**src/rtl/strobe_monitor.sv**
```systemverilog
// -----------------------------------------------------------------------------
// strobe_monitor
//
// Receive-side checker for a periodic single-cycle strobe. It measures the
// interval between consecutive strobes and compares it against the expected
// period E = rate + 1, latched when the reference strobe is taken. After
// LOCK_COUNT consecutive good intervals it asserts locked. It flags early
// strobes (interval < E) and late/missing strobes (no strobe by interval E).
//
// Strobe semantics: strobe_in has no handshake. Every cycle on which strobe_in
// is high is one strobe event. There is no back-pressure, and the monitor
// samples strobe_in on every rising clock edge while enable is high.
//
// Ports
//   clock      : sole clock, rising edge
//   reset      : asynchronous, active-high; clears all state and outputs
//   enable     : synchronous run enable; low clears everything like reset
//   rate[7:0]  : divide setting; expected interval E = rate + 1 (1..256)
//   strobe_in  : strobe under test
//   locked     : high while the FSM is LOCKED (registered)
//   err_early  : one-cycle pulse, strobe arrived with interval < E
//   err_late   : one-cycle pulse, no strobe by interval E
//   err_count  : saturating count of early + late errors
//   period     : last measured interval, held until the next checked strobe
//   dbus       : {enable, state[1:0], strobe_in, locked, err_early, err_late,
//                 gap[8:0]}; enable and strobe_in are live, the rest registered
// -----------------------------------------------------------------------------
module strobe_monitor #(
    parameter int LOCK_COUNT = 4
) (
    input  logic        clock,
    input  logic        reset,
    input  logic        enable,
    input  logic [7:0]  rate,
    input  logic        strobe_in,
    output logic        locked,
    output logic        err_early,
    output logic        err_late,
    output logic [15:0] err_count,
    output logic [8:0]  period,
    output logic [15:0] dbus
);

    typedef enum logic [1:0] {
        IDLE    = 2'b00,
        ACQUIRE = 2'b01,
        LOCKED  = 2'b10
    } state_t;

    localparam logic [3:0] LOCK_TARGET = LOCK_COUNT[3:0];

    state_t      state, state_next;
    logic [8:0]  gap, gap_next;
    logic [8:0]  exp_period, exp_next;
    logic [3:0]  good, good_next;
    logic [8:0]  period_next;
    logic        early_next, late_next;
    logic [15:0] err_count_next;

    // Next-state and next-output logic. The enable clear is applied in the
    // register process so this block only describes the running behaviour.
    always_comb begin
        state_next  = state;
        exp_next    = exp_period;
        good_next   = good;
        period_next = period;
        early_next  = 1'b0;
        late_next   = 1'b0;

        // gap is 1 on the cycle after a strobe, so on a strobe cycle it holds
        // the interval since the previous strobe.
        if (strobe_in)
            gap_next = 9'd1;
        else if (gap == 9'h1FF)
            gap_next = gap;
        else
            gap_next = gap + 9'd1;

        case (state)
            IDLE: begin
                // Reference strobe: no check, just latch the expected period.
                if (strobe_in) begin
                    exp_next   = {1'b0, rate} + 9'd1;
                    good_next  = 4'd0;
                    state_next = ACQUIRE;
                end
            end
            ACQUIRE, LOCKED: begin
                if (strobe_in) begin
                    // A strobe on the gap == exp cycle is good; the strobe wins
                    // over the late check below.
                    period_next = gap;
                    if (gap == exp_period) begin
                        if (({1'b0, good} + 5'd1) >= {1'b0, LOCK_TARGET}) begin
                            good_next  = LOCK_TARGET;
                            state_next = LOCKED;
                        end else begin
                            good_next  = good + 4'd1;
                            state_next = ACQUIRE;
                        end
                    end else if (gap < exp_period) begin
                        // Early strobe becomes the new reference.
                        early_next = 1'b1;
                        good_next  = 4'd0;
                        state_next = ACQUIRE;
                    end else begin
                        // gap > exp cannot occur: the late check fires first.
                        good_next  = 4'd0;
                        state_next = IDLE;
                    end
                end else if (gap == exp_period) begin
                    late_next  = 1'b1;
                    good_next  = 4'd0;
                    state_next = IDLE;
                end
            end
            default: begin
                good_next  = 4'd0;
                state_next = IDLE;
            end
        endcase

        if ((early_next || late_next) && (err_count != 16'hFFFF))
            err_count_next = err_count + 16'd1;
        else
            err_count_next = err_count;
    end

    always_ff @(posedge clock or posedge reset) begin
        if (reset) begin
            state      <= IDLE;
            gap        <= 9'd0;
            exp_period <= 9'd0;
            good       <= 4'd0;
            period     <= 9'd0;
            err_count  <= 16'd0;
            locked     <= 1'b0;
            err_early  <= 1'b0;
            err_late   <= 1'b0;
        end else if (!enable) begin
            state      <= IDLE;
            gap        <= 9'd0;
            exp_period <= 9'd0;
            good       <= 4'd0;
            period     <= 9'd0;
            err_count  <= 16'd0;
            locked     <= 1'b0;
            err_early  <= 1'b0;
            err_late   <= 1'b0;
        end else begin
            state      <= state_next;
            gap        <= gap_next;
            exp_period <= exp_next;
            good       <= good_next;
            period     <= period_next;
            err_count  <= err_count_next;
            locked     <= (state_next == LOCKED);
            err_early  <= early_next;
            err_late   <= late_next;
        end
    end

    assign dbus = {enable, state, strobe_in, locked, err_early, err_late, gap};

endmodule
```
**config.mk**
```make
export PLATFORM = sky130hd
export DESIGN_NAME = strobe_monitor
export DESIGN_NICKNAME = d
export VERILOG_FILES = /design/src/rtl/strobe_monitor.sv
export SDC_FILE = /design/constraint.sdc
export NUM_CORES = 1
export LEC_CHECK = 0
export ABC_AREA = 1
export CORE_MARGIN = 3
export CORE_UTILIZATION = 48
export DETAILED_ROUTE_END_ITERATION = 7
export HOLD_SLACK_MARGIN = 0.03
export PLACE_DENSITY = 0.77
export RECOVER_POWER = 25
export SKIP_CTS_REPAIR_TIMING = 1
export SKIP_LAST_GASP = 1
export SYNTH_ARGS = -nofsm -noshare
export SYNTH_HDL_FRONTEND = slang
export SYNTH_SLANG_ARGS = --single-unit
```
**constraint.sdc**
```tcl
create_clock -name clock -period 1.7 [get_ports clock]
set_input_delay 0.255 -clock clock [delete_from_list [all_inputs] [get_ports clock]]
set_output_delay 0.255 -clock clock [all_outputs]
set_load 0.05 [all_outputs]
```
# ---- After elaboration in Yosys (flattened, before gate mapping)
# Cells that the tools add are included.
dict set report word_totals {
  inputBits 12
  output_inout_bits 44
  regBits 52
}
dict set report classes {
  n_mux 36
  n_reduce_logical 7
  order_cmp 2
  n_addsub 5
  eq_ne 13
}
# operator count
set ops {}
lappend ops {{$mux 9} 9}
lappend ops {{$mux 16} 2}
lappend ops {{$mux 4} 6}
lappend ops {{$add 16x1->16 const B} 1}
lappend ops {{$ne 16x16->1 const B} 1}
lappend ops {{$mux 2} 6}
lappend ops {{$mux 1} 11}
lappend ops {{$add 8x1->9 const B} 1}
lappend ops {{$add 9x1->9 const B} 1}
lappend ops {{$eq 9x9->1} 1}
lappend ops {{$eq 9x9->1 const B} 1}
lappend ops {{$lt 9x9->1} 1}
lappend ops {{$ne 2x1->1 const B} 4}
lappend ops {{$pmux 4 s2} 1}
lappend ops {{$ne 3x3->1 const B} 2}
lappend ops {{$reduce_and 2->1} 3}
lappend ops {{$add 4x1->5 const B} 1}
lappend ops {{$ge 5x3->1 const B} 1}
lappend ops {{$add 4x1->4 const B} 1}
lappend ops {{$eq 2x2->1 const B} 2}
lappend ops {{$ne 4x4->1 const B} 1}
lappend ops {{$pmux 2 s2} 1}
lappend ops {{$eq 2x1->1 const B} 1}
lappend ops {{$logic_not 2->1} 1}
lappend ops {{other kinds (3)} 3}

# ---- Depth between registers and ports, before layout
dict set report logic_depth {
  depth_word 9
  depth_mapped 13
  mapped_depth_nobuf 12
}

# ---- Worst setup path before layout
# Ideal clock, no wire load.
dict set report synth_path {
  path_kind {register to register}
  startpoint {register gap[1]}
  endpoint {register gap[6]}
  stages_incl_launch_ff 11
  setup_ns 0.151
  required_time_ns 1.549
  n_path_buf 1
  setup_slack_ns -0.500
  arrival_time_ns 2.049
  cell_sequence {dfrtp_1 > ha_1 > inv_1 > nor4_1 > ha_1 > clkbuf_1 > nand2_1 > nand3_1 > nor2_1 > o21ai_1 > a21oi_1}
}
dict set report synth_via {
  elab_chain_len 4
  word_cells_on_any_way 6
  cone_classes {add/sub (1); eq/ne (2); mux (3)}
}
# item line
set synth_rtl {}
lappend synth_rtl {{start, declared} 53} ;# logic [8:0] gap, gap_next;
lappend synth_rtl {{start signal, assigned} 152} ;# gap <= gap_next;
lappend synth_rtl {{$add 9x1->9} 77} ;# gap_next = gap + 9'd1;
lappend synth_rtl {{$mux 9} 74} ;# else if (gap == 9'h1FF)
lappend synth_rtl {{$mux 9} 72} ;# if (strobe_in)
lappend synth_rtl {{$mux 9} 140} ;# end else if (!enable) begin
# Parallel ways exist; a longest one is shown, timed or not. The select of a mux whose other input is x is not followed.
# A chain may end at the register's enable or synchronous reset.

# ---- Final worst setup path
dict set report layout_path {
  startpoint {register gap[0]}
  endpoint {register err_count[6]}
}
dict set report layout_via {
  elab_chain_len 8
  word_cells_on_any_way 12
  cone_classes {order compare (1); eq/ne (2); mux (7); reduce/logical (2)}
}
# item line
set layout_rtl {}
lappend layout_rtl {{$lt 9x9->1} 101} ;# end else if (gap < exp_period) begin
lappend layout_rtl {{$mux 1} 101}
lappend layout_rtl {{$mux 1} 93} ;# if (gap == exp_period) begin
lappend layout_rtl {{$mux 1} 89} ;# if (strobe_in) begin
lappend layout_rtl {{$mux 1} 79} ;# case (state)
lappend layout_rtl {{$logic_or 1x1->1 *} 123} ;# if ((early_next || late_next) && (err_count != 16'hFFFF))
lappend layout_rtl {{$logic_and 1x1->1 *} 123}
lappend layout_rtl {{$ne 2x1->1 (no line) *} --}
lappend layout_rtl {{end signal, assigned} 156} ;# err_count <= err_count_next;
lappend layout_rtl {{end, declared} 39} ;# output logic [15:0] err_count,
# Every way passes the cells marked *; elsewhere a longest branch is shown, timed or not.

==> summary.md <==
| Metric | Value |
|---|---|
| CP Data Required Time | 1.95 ns |
| Crit path max-delay family | simple AND/OR/NAND/NOR gates |
| Count of buffers from port buffering | 55 |
| Psw | 0.784 mW |
| Worst slack at placement | -0.0934 ns |
| Post-synthesis mux area share | 0% |
| Max Clock Freq | 0.558 GHz |
| Clk sinks | 52 |
| Top post-synthesis cells by count | nand2_1, dfrtp_1, inv_1, nand3_1, nor2_1 |
| Final min period | 1.79 ns |
| Pre-Repair DR Iteration Count | 5 |
| Max Cap Viol | 0 |
| GP Congestion | 0.845 |
| Worst Path Arrival | 2.04 ns |
| Crit Path Category | register to register |
| CP endpoint kind | register |
| Switching Fraction | 29.1% |
| GRT Util Overall | 22.2% |
| Slowest CP cell | dfrtp_2 |
| Slew of the pin with the lowest slew margin | 0.593 ns |
| Syn Inst Count | 396 |
| VDD IR max | 0.525 mV |
| Cell mode on critical path | inv_2 |
| Starting Density | 50.7% |
| Worst hold path type | primary input to async pin |
| Fin worst setup slack | -0.0923 ns |
| ANT nets after route | 0 |
| Total chip power | 2.69 mW |
| FILL cells | 465 |
| Nets | 512 |
| Final Slew Violations | 0 |
| Initial antenna violation count | 0 |
| Cts bufs inserted | 5 |
| Part of the power in combinational logic | 20.1% |
| Most frequent cell after synthesis | nand2_1 |
| Critical path, cell by cell | inv_2, ha_4, inv_2, nor2_2, nand3_2, nand3b_1, nand2_4, buf_6, nand4_1, nand2_1 |
| Skew final | 0.0109 ns |
| Avg Cell Area, Syn | 7.76 µm² |
| Largest net degree at the start of global routing | 46 |
| Register Area | 0.00132 mm² |
| DR vias | 2,999 |
| Final period util | 105% |
| Status | finished with violations |
| Core box area | 0.00606 mm² |
| Multi-input gate area | 0.00177 mm² |
| Xor/xnor cell area share of the yosys netlist | 3.14% |
| Fraction of registers with async set/reset | 100% |
| Cell area after layout | 0.00435 mm² |
| Top post-synthesis cells by area | dfrtp_1, nand2_1, nand3_1 |
| HPWL Detailed | 6120 µm |
| Largest stage delay on the critical path | 0.42 ns |
| Drt total wl | 8530 µm |
| Synth Area in Simple Gates | 30.0% |
| Crit-path max FO | 6 |
| Post-synth EDFFs | 0 |
| Share of layout cells above drive strength 1 | 35.5% |
| Grt ovf | 0 |
| Root Driver | clkbuf_8 |
| Adder-Cell Fraction of Synth Area | 6.92% |
| Post-Place Cell Area | 0.00398 mm² |
| Syn Nets | 425 |
| CTS tree | done |
| Global-route wire length before repair | 13,100 µm |
| PD cells | 619 mW/mm² |
| Critical path buffer and inverter count | 3 |
| # setup viols final | 18 |
| H-tree depth | 2 |
| Clock-pin slew on the worst setup and hold paths | 0.10 ns |
| Synthesized cell area | 0.00307 mm² |
| Worst Setup SP | gap[0]$_DFFE_PP0P_ |
| Violated checks | negative setup slack |
| Core Rows | 28 |
| CTS Buffer Depth | 2 |
| Final hold vios | 0 |
| Number of global-route vias before repair | 2,835 |
| Sequential share of power | 47.9% |
| Internal | 1.90 mW |
| Full die area | 0.00740 mm² |
| Final core utilization | 71.7% |
| Die height | 86.0 µm |
| Min Hold Slack | 0.391 ns |
| Synth Area in Compound Gates | 7.45% |
| # IOs | 56 |
| Post-route DRC | 0 |
| Leak | 2.17 nW |
| Vias per inst | 5.36 |
| Top-area cell type share of the netlist area | 42.3% |
| Clock Power Share | 32.0% |
| Antenna diodes | 0 |
| Crit Reg-Reg Startpoint | gap[0]$_DFFE_PP0P_ |
| Predominant post-synthesis flop cell | dfrtp_1 |
| Slew margin rel. | 60.4% |
| Yosys reg bits | 52 |
| DR iter-0 viols | 193 |
| Synth warn | 0 |
| Routed len/inst | 15.3 µm |
| Yosys top cell by area | dfrtp_1 |
| Startpoint types | register |
| Main combinational cell family by area after synthesis | simple AND/OR/NAND/NOR gates |
| DIE WIDTH | 86.0 µm |
| Unrepaired setup endpoints after global routing | true |
| Worst-Skew Late Latency | 0.31 ns |
| Unique masters post-synth | 31 |
| Sequential cell area fraction in the yosys report | 42.3% |
| Area growth from synthesis to final layout | 41.4% |
-- cell usage in the layout, fill, tap and decap left out, types with 2 or more instances in the layout --
master / netlist / final
nand2_2: 1 / 7
o21ai_2: 0 / 3
nor2_4: 1 / 6
inv_2: 7 / 14
ha_4: 0 / 10
a21oi_1: 15 / 11
buf_4: 5 / 72
o21ai_1: 16 / 15
o22ai_1: 4 / 4
buf_6: 1 / 6
nor3_1: 6 / 5
inv_1: 51 / 43
nand4_1: 21 / 21
o21ai_0: 5 / 3
buf_12: 0 / 5
xor2_1: 10 / 10
clkbuf_8: 0 / 5
nor2_1: 36 / 31
dfrtp_2: 0 / 18
nand3_2: 2 / 3
clkdlybuf4s50_1: 0 / 10
nor2_2: 2 / 2
dfrtp_1: 52 / 34
a21oi_2: 0 / 3
nand2_1: 79 / 68
ha_1: 17 / 6
nand2_4: 1 / 6
nand3_1: 47 / 45
-- sequential cells by signal, indices dropped and copies added, names as in the netlist --
| register | cells |
|---|---|
| gap | 9 |
| good | 4 |
| state | 2 |
| period | 9 |
| err_early | 1 |
| err_late | 1 |
| exp_period | 9 |
| err_count | 16 |
| locked | 1 |
-- path summary, 6_finish.rpt --
path	to	slack [ns]	cells after the start
min in group clock	period[6]$_DFFE_PP0P_	0.53	2
max in group asynchronous	gap[2]$_DFFE_PP0P_	0.25	3
max	err_count[6]$_DFFE_PP0P_	-0.09	10
max reg2reg	err_count[6]$_DFFE_PP0P_	-0.09	10
min	err_late$_DFF_PP0_	0.39	2
min reg2reg	period[6]$_DFFE_PP0P_	0.53	2
-- power groups by stage --
stage	Combinational (mW)	Sequential, mW	Clock (mW)
5_1_grt	0.583	1.29	0.924
2_1_floorplan	0.255	1.35	0
6_report	0.540	1.29	0.860
3_5_place_dp	0.475	1.31	0
3_3_place_gp	0.462	1.31	0
4_1_cts	0.478	1.29	0.872
-- layer usage --
layer  up-vias  wire length [µm]  track usage [%]  part of all wire, %
li1       1474                 -                -                    -
met1      1405              3440             27.3                   40
met2        98              4490             39.7                   53
met3        22               454             3.94                  5.3
met4         0               147             6.19                  1.7
met5         -                 0                0                    0
-- final cells by class --
type	instances	area share, %
Clock inverter	3	0.979
Timing Repair Buffer	95	19.0
Multi-Input combinational cell	271	40.7
Tap cell	75	2.16
Clock buffer	5	1.58
Sequential cell	52	30.5
Inverter	58	5.07
-- per-stage QoR --
stage | std cells | TNS (ns)
2_1_floorplan | 396 | -2.46
3_3_place_gp | 545 | -0.0910
3_5_place_dp | 545 | -0.968
4_1_cts | 553 | -1.29
5_1_grt | 559 | -2.73
6_report | 559 | -1.35
-- cells by family after synthesis --
family          Yosys count
simple gates            199
buf+inv                  74
flops                    52
compound gates           43
fa+ha+maj                17
xor+xnor                 11
(Power assumes the default switching activity.)
